## src/rtl/seven_seg_if.sv

```systemverilog
// Signal bundle between the BCD datapath and the 7-segment scanner.
// master: drives en/load/digits_in/dp_in and observes the display outputs.
// slave: the scanner; consumes the controls and drives seg/an/idx/tick/busy.
interface seven_seg_if #(
    parameter int NUM_DIGITS = 4
);
    localparam int IDXW = (NUM_DIGITS > 1) ? $clog2(NUM_DIGITS) : 1;

    logic                    en;
    logic                    load;
    logic [4*NUM_DIGITS-1:0] digits_in;
    logic [NUM_DIGITS-1:0]   dp_in;
    logic [7:0]              seg_out;
    logic [NUM_DIGITS-1:0]   an_out;
    logic [IDXW-1:0]         digit_idx;
    logic                    frame_tick;
    logic                    busy_pending;

    modport master (
        output en, load, digits_in, dp_in,
        input  seg_out, an_out, digit_idx, frame_tick, busy_pending
    );

    modport slave (
        input  en, load, digits_in, dp_in,
        output seg_out, an_out, digit_idx, frame_tick, busy_pending
    );
endinterface

```

## src/rtl/seven_seg_scanner.sv

```systemverilog
// Purpose: time-multiplexed BCD 7-segment driver with leading-zero blanking,
//          anti-ghost blank time and frame-synchronous (tear-free) value updates.
// Latency: seg_out/an_out registered, one cycle behind digit_idx/prescaler.
// Backpressure: none; load is always accepted and parked until the frame wraps.
// Ports: clk, rst_n (async active-low); bus (slave): en, load, digits_in,
//        dp_in in; seg_out {a..g,dp}, an_out, digit_idx, frame_tick,
//        busy_pending out.
module seven_seg_scanner #(
    parameter int NUM_DIGITS     = 4,
    parameter int REFRESH_DIV    = 50000,
    parameter int BLANK_CYCLES   = 2,
    parameter int SEG_ACTIVE_LOW = 0,
    parameter int AN_ACTIVE_LOW  = 1,
    parameter int BLANK_LEADING  = 1
) (
    input  logic        clk,
    input  logic        rst_n,
    seven_seg_if.slave  bus
);
    localparam int IDXW = (NUM_DIGITS > 1) ? $clog2(NUM_DIGITS) : 1;
    localparam int PW   = (REFRESH_DIV > 1) ? $clog2(REFRESH_DIV) : 1;
    localparam int DW   = 4 * NUM_DIGITS;

    localparam logic [PW-1:0]         P_LAST = PW'(REFRESH_DIV - 1);
    localparam logic [IDXW-1:0]       I_LAST = IDXW'(NUM_DIGITS - 1);
    localparam logic [7:0]            SEG_OFF = (SEG_ACTIVE_LOW != 0) ? 8'hFF : 8'h00;
    localparam logic [NUM_DIGITS-1:0] AN_OFF  = (AN_ACTIVE_LOW != 0) ?
                                                {NUM_DIGITS{1'b1}} : {NUM_DIGITS{1'b0}};

    // BCD to {a,b,c,d,e,f,g}; non-decimal codes render dark.
    function automatic logic [6:0] seg_decode(input logic [3:0] bcd);
        case (bcd)
            4'd0:    seg_decode = 7'h7E;
            4'd1:    seg_decode = 7'h30;
            4'd2:    seg_decode = 7'h6D;
            4'd3:    seg_decode = 7'h79;
            4'd4:    seg_decode = 7'h33;
            4'd5:    seg_decode = 7'h5B;
            4'd6:    seg_decode = 7'h5F;
            4'd7:    seg_decode = 7'h70;
            4'd8:    seg_decode = 7'h7F;
            4'd9:    seg_decode = 7'h7B;
            default: seg_decode = 7'h00;
        endcase
    endfunction

    logic [PW-1:0]         prescaler_q, prescaler_d;
    logic [IDXW-1:0]       digit_idx_q, digit_idx_d;
    logic [DW-1:0]         disp_q, disp_d;
    logic [NUM_DIGITS-1:0] disp_dp_q, disp_dp_d;
    logic [DW-1:0]         pend_q, pend_d;
    logic [NUM_DIGITS-1:0] pend_dp_q, pend_dp_d;
    logic                  busy_q, busy_d;
    logic [7:0]            seg_q, seg_d;
    logic [NUM_DIGITS-1:0] an_q, an_d;

    logic                  slot_end;
    logic                  frame_end;
    logic                  in_blank;
    logic                  zero_above;
    logic [NUM_DIGITS-1:0] lead_blank;
    logic [NUM_DIGITS-1:0] onehot;
    logic [3:0]            sel_nib;
    logic                  sel_dp;
    logic                  sel_blank;
    logic [7:0]            seg_raw;

    // Anti-ghost window: anodes stay dark for the first BLANK_CYCLES of a slot.
    generate
        if (BLANK_CYCLES > 0) begin : g_blank
            assign in_blank = (prescaler_q < PW'(BLANK_CYCLES));
        end else begin : g_noblank
            assign in_blank = 1'b0;
        end
    endgenerate

    // Scan timing.
    always_comb begin
        slot_end    = bus.en && (prescaler_q == P_LAST);
        frame_end   = slot_end && (digit_idx_q == I_LAST);
        prescaler_d = prescaler_q;
        digit_idx_d = digit_idx_q;
        if (slot_end) begin
            prescaler_d = '0;
            digit_idx_d = (digit_idx_q == I_LAST) ? '0 : digit_idx_q + IDXW'(1);
        end else if (bus.en) begin
            prescaler_d = prescaler_q + PW'(1);
        end
    end

    // Leading-zero mask: digit i is dark when it and everything above is zero.
    always_comb begin
        zero_above = 1'b1;
        lead_blank = '0;
        for (int i = NUM_DIGITS - 1; i >= 1; i--) begin
            zero_above    = zero_above && (disp_q[4*i +: 4] == 4'd0);
            lead_blank[i] = zero_above && (BLANK_LEADING != 0);
        end
    end

    // Current-digit selection and segment/anode next state.
    always_comb begin
        sel_nib   = 4'd0;
        sel_dp    = 1'b0;
        sel_blank = 1'b0;
        onehot    = '0;
        for (int i = 0; i < NUM_DIGITS; i++) begin
            if (IDXW'(i) == digit_idx_q) begin
                sel_nib   = disp_q[4*i +: 4];
                sel_dp    = disp_dp_q[i];
                sel_blank = lead_blank[i];
                onehot[i] = 1'b1;
            end
        end
        seg_raw = {(sel_blank ? 7'h00 : seg_decode(sel_nib)), sel_dp};
        // XOR with the off pattern applies the pin polarity in one step.
        seg_d = bus.en ? (seg_raw ^ SEG_OFF) : SEG_OFF;
        an_d  = (bus.en && !in_blank) ? (onehot ^ AN_OFF) : AN_OFF;
    end

    // Double-buffered update: the visible value only changes on a frame wrap.
    always_comb begin
        disp_d    = disp_q;
        disp_dp_d = disp_dp_q;
        pend_d    = pend_q;
        pend_dp_d = pend_dp_q;
        busy_d    = busy_q;
        if (bus.load) begin
            pend_d    = bus.digits_in;
            pend_dp_d = bus.dp_in;
        end
        if (frame_end) begin
            busy_d = 1'b0;
            // A load landing on the wrap bypasses pending so it is not a frame late.
            if (bus.load) begin
                disp_d    = bus.digits_in;
                disp_dp_d = bus.dp_in;
            end else if (busy_q) begin
                disp_d    = pend_q;
                disp_dp_d = pend_dp_q;
            end
        end else if (bus.load) begin
            busy_d = 1'b1;
        end
    end

    always_ff @(posedge clk or negedge rst_n) begin
        if (!rst_n) begin
            prescaler_q <= '0;
            digit_idx_q <= '0;
            disp_q      <= '0;
            disp_dp_q   <= '0;
            pend_q      <= '0;
            pend_dp_q   <= '0;
            busy_q      <= 1'b0;
            seg_q       <= SEG_OFF;
            an_q        <= AN_OFF;
        end else begin
            prescaler_q <= prescaler_d;
            digit_idx_q <= digit_idx_d;
            disp_q      <= disp_d;
            disp_dp_q   <= disp_dp_d;
            pend_q      <= pend_d;
            pend_dp_q   <= pend_dp_d;
            busy_q      <= busy_d;
            seg_q       <= seg_d;
            an_q        <= an_d;
        end
    end

    assign bus.seg_out      = seg_q;
    assign bus.an_out       = an_q;
    assign bus.digit_idx    = digit_idx_q;
    assign bus.frame_tick   = frame_end;
    assign bus.busy_pending = busy_q;
endmodule

```

## src/flat_wrapper.sv

```systemverilog
// flat-port wrapper written by rule: the top's interface ports become plain ports
module seven_seg_scanner_flat 
#(
    parameter int NUM_DIGITS     = 4,
    parameter int REFRESH_DIV    = 50000,
    parameter int BLANK_CYCLES   = 2,
    parameter int SEG_ACTIVE_LOW = 0,
    parameter int AN_ACTIVE_LOW  = 1,
    parameter int BLANK_LEADING  = 1
)
  (clk, rst_n, bus_en, bus_load, bus_digits_in, bus_dp_in, bus_seg_out, bus_an_out, bus_digit_idx, bus_frame_tick, bus_busy_pending);
  seven_seg_if #(.NUM_DIGITS(NUM_DIGITS)) bus_i ();
  input  logic clk;
  input  logic rst_n;
  input wire logic [$bits(bus_i.en)-1:0] bus_en;
  input wire logic [$bits(bus_i.load)-1:0] bus_load;
  input wire logic [$bits(bus_i.digits_in)-1:0] bus_digits_in;
  input wire logic [$bits(bus_i.dp_in)-1:0] bus_dp_in;
  output wire logic [$bits(bus_i.seg_out)-1:0] bus_seg_out;
  output wire logic [$bits(bus_i.an_out)-1:0] bus_an_out;
  output wire logic [$bits(bus_i.digit_idx)-1:0] bus_digit_idx;
  output wire logic [$bits(bus_i.frame_tick)-1:0] bus_frame_tick;
  output wire logic [$bits(bus_i.busy_pending)-1:0] bus_busy_pending;
  assign bus_i.en = bus_en;
  assign bus_i.load = bus_load;
  assign bus_i.digits_in = bus_digits_in;
  assign bus_i.dp_in = bus_dp_in;
  assign bus_seg_out = bus_i.seg_out;
  assign bus_an_out = bus_i.an_out;
  assign bus_digit_idx = bus_i.digit_idx;
  assign bus_frame_tick = bus_i.frame_tick;
  assign bus_busy_pending = bus_i.busy_pending;
  seven_seg_scanner #(.NUM_DIGITS(NUM_DIGITS), .REFRESH_DIV(REFRESH_DIV), .BLANK_CYCLES(BLANK_CYCLES), .SEG_ACTIVE_LOW(SEG_ACTIVE_LOW), .AN_ACTIVE_LOW(AN_ACTIVE_LOW), .BLANK_LEADING(BLANK_LEADING)) u_core (.clk(clk), .rst_n(rst_n), .bus(bus_i));
endmodule
```

## config.mk

```make
export PLATFORM = sky130hd
export DESIGN_NAME = seven_seg_scanner_flat
export DESIGN_NICKNAME = d
export VERILOG_FILES = /design/src/rtl/seven_seg_if.sv /design/src/rtl/seven_seg_scanner.sv /design/src/flat_wrapper.sv
export SDC_FILE = /design/constraint.sdc
export NUM_CORES = 1
export LEC_CHECK = 0
export ABC_CLOCK_PERIOD_IN_PS = 3050
export CAP_MARGIN = 20
export CORE_UTILIZATION = 57
export CTS_BUF_LIST = sky130_fd_sc_hd__clkbuf_8
export DETAILED_ROUTE_END_ITERATION = 12
export PLACE_DENSITY = 0.81
export SYNTH_ARGS = -nofsm -noshare
export SYNTH_HDL_FRONTEND = slang
export SYNTH_SLANG_ARGS = --single-unit
```

## constraint.sdc

```tcl
create_clock -name clk -period 3.05 [get_ports clk]
set_input_delay 0.915 -clock clk [delete_from_list [all_inputs] [get_ports clk]]
set_output_delay 0.915 -clock clk [all_outputs]
set_load 0.02 [all_outputs]
```

* After elaboration in Yosys (flattened, before gate mapping)
Memories as Yosys holds them, arrays and structs flattened. Index checks and enable logic that the tools add are counted.
Storage, ports and cells: logic and storage cells 60, output and inout port bits 16, memories kept 1, bits of input ports 24, bits in read-only memories 112, register bits after elaboration 71
Operators by class: add/subtract/negate cells 2, order comparisons 1, equality and inequality tests 5, bitwise logic cells 1, muxes and demuxes 27, reduce and logical (&&, ||, !) cells 14
Memory list:
- (name not given) | words 16, width 7, read ports 1, clocked after Yosys merged registers in 0, wr ports 0, RTL line seven_seg_scanner.sv:32 | case (bcd)
Operator list (count):
- $mux W16 | 4
- $mux W4 | 7
- $add A16 B1 Y16 const B | 1
- $eq A16 B16 Y1 const B | 1
- $lt A16 B2 Y1 const B | 1
- $mux W1 | 13
- $logic_not A4 Y1 | 3
- $mux W8 | 1
- $mux W7 | 1
- $reduce_bool A2 Y1 | 3
- $logic_and A1 B1 Y1 | 5
- $eq A2 B2 Y1 const A | 2
- $not A4 Y4 | 1
- $add A2 B1 Y2 const B | 1
- $eq A1 B2 Y1 const A | 1
- $eq A2 B2 Y1 const B | 1
- $logic_not A2 Y1 | 1
- $mux W2 | 1
- $reduce_and A2 Y1 | 1
- $logic_not A1 Y1 | 1

* Depth between registers and ports, before layout
depth in word-level cells 8, gate-level depth with buffers 10, gate-level depth less buffers 9

* Worst setup path after synthesis
Ideal clock, no wire load.
path kind input to output, start in bus_en, end out bus_frame_tick, path buffers 0, path slack 0.316 ns, arrival 1.819 ns, stages on the path 2, required time 2.135 ns, cells stage by stage nand4_2 nor4_1
On the way: longest elaborated chain between the ends 2
Ends and longest elaborated chain:
- start: declaration | RTL line flat_wrapper.sv:15 | input wire logic [$bits(bus_i.en)-1:0] bus_en;
- $logic_and A1 B1 Y1 | RTL line seven_seg_scanner.sv:79 | slot_end = bus.en && (prescaler_q == P_LAST);
- $logic_and A1 B1 Y1 | RTL line seven_seg_scanner.sv:80 | frame_end = slot_end && (digit_idx_q == I_LAST);
- end: declaration | RTL line flat_wrapper.sv:22 | output wire logic [$bits(bus_i.frame_tick)-1:0] bus_frame_tick;
Every way passes these cells.

* Final worst setup path
Ends and elaborated chain as after synthesis.

==> impl_metrics.json <==
{
  "status": "completed",
  "htreeDepth": 3,
  "clk_pin_slew_worst_paths_ns": 0.07,
  "grt_pass1_wl_um": 10500,
  "grtUsageTotal_pct": 23.29,
  "synthTopCellsByArea": "dfrtp_1 (51%), mux2_4 (9.1%), mux2_2 (7.2%)",
  "die_y_um": 78.17,
  "ioPinCount": 40,
  "synth-seq-area-share_pct": 53.88,
  "min_path_type": "flip-flop to flip-flop",
  "maxSlewHeadroom_pct": 62.67,
  "worstPathRequired_ns": 2.13,
  "final.setup.tns_ns": 0,
  "first_global_vias": 2223,
  "r2r_start": "u_core.bus.digit_idx[0]$_DFFE_PN0N_",
  "drt.antenna.violating_nets": 0,
  "cts_root_buf": "clkbuf_8",
  "ys_warn_count": 0,
  "clock_skew_ns": 0.01022,
  "fp.dieW_um": 78.17,
  "dr.pass1.iters": 4,
  "synth-async-reset-ratio_pct": 100.0,
  "crit_start": "bus_en",
  "final_area_um2": 4034,
  "totalWireLength_um": 6183,
  "cts_hold_buf": 0,
  "slowest_stage": "clkdlybuf4s50_1",
  "slowest_delay_ns": 0.51,
  "syn_area_um2": 3307,
  "placedInstanceArea_um2": 3825,
  "rsz0062_at_grt": "false",
  "yosys.cell_count.top_type": "dfrtp_1",
  "start_util_pct": 59.69,
  "synth_top_cells_by_count": "dfrtp_1 (67), mux2_2 (21), nand2_1 (21), mux2_4 (20), nor2_1 (17)",
  "crit_fanout": 2,
  "p_leak_nw": 1.917,
  "synth_nets": 298,
  "post-route-period-util_pct": 96.02,
  "grt_overflow": 0,
  "cts_tree": "yes",
  "power_mw": 2.030,
  "synthCells": 264,
  "end_kind": "output port",
  "r2r-end": "u_core.bus.seg_out[3]$_DFF_PN0_",
  "cts_buffers": 9,
  "synth-edff-count": 0,
  "syn_avg_cell_area_um2": 12.53,
  "hp-start": "u_core.prescaler_q[10]$_DFFE_PN0P_",
  "vdd_drop_max_v": 0.0003839,
  "finish.utilization_pct": 72.81,
  "area_delta_synth_final_pct": 21.98,
  "ys.flop_type": "dfrtp_1",
  "setup_viol": 0,
  "setup.worst_path.end": "bus_frame_tick",
  "grt_max_degree": 72,
  "drive_above_1_share_pct": 26.17,
  "holdWs_ns": 0.4951,
  "finalHoldViolations": 0,
  "core-area_um2": 5540,
  "synth_top_area_cell": "dfrtp_1",
  "r2r_cells": 9,
  "path_class": "input pin to output port",
  "place.gp.congestion": 0.7982,
  "clk_latency_ns": 0.35,
  "cap_violations": 0,
  "vias_per_cell": 5.583,
  "diodes": 0,
  "vias": 2194,
  "drt_iter0_markers": 125,
  "fin_crit_ns": 2.929,
  "p_per_area_nw_per_um2": 503.2,
  "row_count": 27,
  "cts.sinks": 71,
  "ys_ff_latch": 71,
  "crit_chain": "clkdlybuf4s50_1 -> nand4_2 -> nor4_2 -> buf_4 -> buf_2",
  "route.detailed.drc": 0,
  "fmaxAchievable_mhz": 341.5,
  "dp_hpwl_um": 4374,
  "dieArea_um2": 6111,
  "worst_pin_slew_ns": 0.5599,
  "io_buffers": 39,
  "ff2ff_setup_slack_ns": 0.54,
  "critPathArrivalTime_ns": 2.01,
  "start_kind": "input pin",
  "cts_buffer_depth": 2,
  "synth_top_cell_area_share_pct": 50.70,
  "nNetsFinal": 350,
  "antenna_found_initial": 0,
  "maxSlewViolCount": 0,
  "ys_types": 43,
  "wl_per_cell_um": 15.73
}
state kept, by name (all words and copies together) (netlist names):
name                     count
u_core.bus.an_out            4
u_core.bus.busy_pending      1
u_core.bus.digit_idx         2
u_core.bus.seg_out           8
u_core.disp_dp_q             4
u_core.disp_q               16
u_core.pend_dp_q             4
u_core.pend_q               16
u_core.prescaler_q          16
worst min-delay path by stage:
stage                                    endpoint  slack [ns]  cells after the start
2_1_floorplan  u_core.prescaler_q[13]$_DFFE_PN0P_        0.46                      1
3_3_place_gp        u_core.pend_q[13]$_DFFE_PN0P_        0.49                      1
3_5_place_dp   u_core.prescaler_q[10]$_DFFE_PN0P_        0.49                      1
4_1_cts        u_core.prescaler_q[10]$_DFFE_PN0P_        0.50                      1
5_1_grt        u_core.prescaler_q[13]$_DFFE_PN0P_        0.51                      1
6_report       u_core.prescaler_q[10]$_DFFE_PN0P_        0.50                      1
critical path: cells and delay by family:
kind | cells | cell delay [ns]
AND/OR/NAND/NOR | 2 | 0.28
buffers and inverters | 3 | 0.82
metrics by stage:
stage,setup WS [ns],std cells
2_1_floorplan,0.3155,264
3_3_place_gp,-0.4007,377
3_5_place_dp,-0.4080,377
4_1_cts,0.03916,393
5_1_grt,0.05666,393
6_report,0.1214,393
cells by family (layout without fill, tap and decap cells):
kind of cell	after synthesis	after routing	synth area share, %
multiplexers	44	44	17.14
buffers and inverters	16	73	2.383
AO/OA/AOI/OAI	27	27	5.941
AND/OR/NAND/NOR	82	82	13.17
flip-flops	71	71	53.88
XOR/XNOR	14	14	3.708
adder cells (fa/ha/maj)	10	10	3.784
report_power, final:
| group | internal, mW | total, mW | switching (mW) |
|---|---|---|---|
| Clock | 0.421 | 0.772 | 0.352 |
| Combinational | 0.0991 | 0.198 | 0.0987 |
| Sequential | 1.00 | 1.06 | 0.0555 |
layout by cell type (no fill, tap or decap), drive strengths merged, types with 3 or more instances in the layout:
| cell type | count |
|---|---|
| clkinv | 3 |
| a21o | 3 |
| dfrtp | 67 |
| a21oi | 3 |
| xnor2 | 6 |
| ha | 10 |
| nand2 | 21 |
| xor2 | 8 |
| nand4 | 4 |
| inv | 7 |
| clkdlybuf4s50 | 37 |
| mux2i | 3 |
| nor2b | 3 |
| dfstp | 4 |
| buf | 13 |
| nand2b | 5 |
| o21ai | 5 |
| nor4 | 6 |
| o211ai | 3 |
| nor2 | 17 |
| clkbuf | 11 |
| nor3 | 4 |
| and3 | 3 |
| a31o | 3 |
| nand3 | 10 |
| mux2 | 41 |
per-layer routing:
layer	global-route usage [%]	wire (µm)
met2	37.89	3021
met4	8.333	82
met3	7.907	327
met5	0	0
met1	28.94	2752
cell type report:
type	count	area (µm²)
fillers	383	1506
clock buffers	11	151.4
repair buffers	50	475.5
well taps	72	90.09
multi-input cells	177	1453
inverters	7	26.28
flip-flops and latches	71	1782
clock inverters	5	56.30
timing repair:
| item | CTS | global route |
|---|---|---|
| pin swaps | 0 | 1 |
| setup endpoints to repair | 1 | 1 |
| gates resized for setup | 5 | 0 |
| buffers inserted | 0 | 0 |
Power figures use the tool's default switching activity.
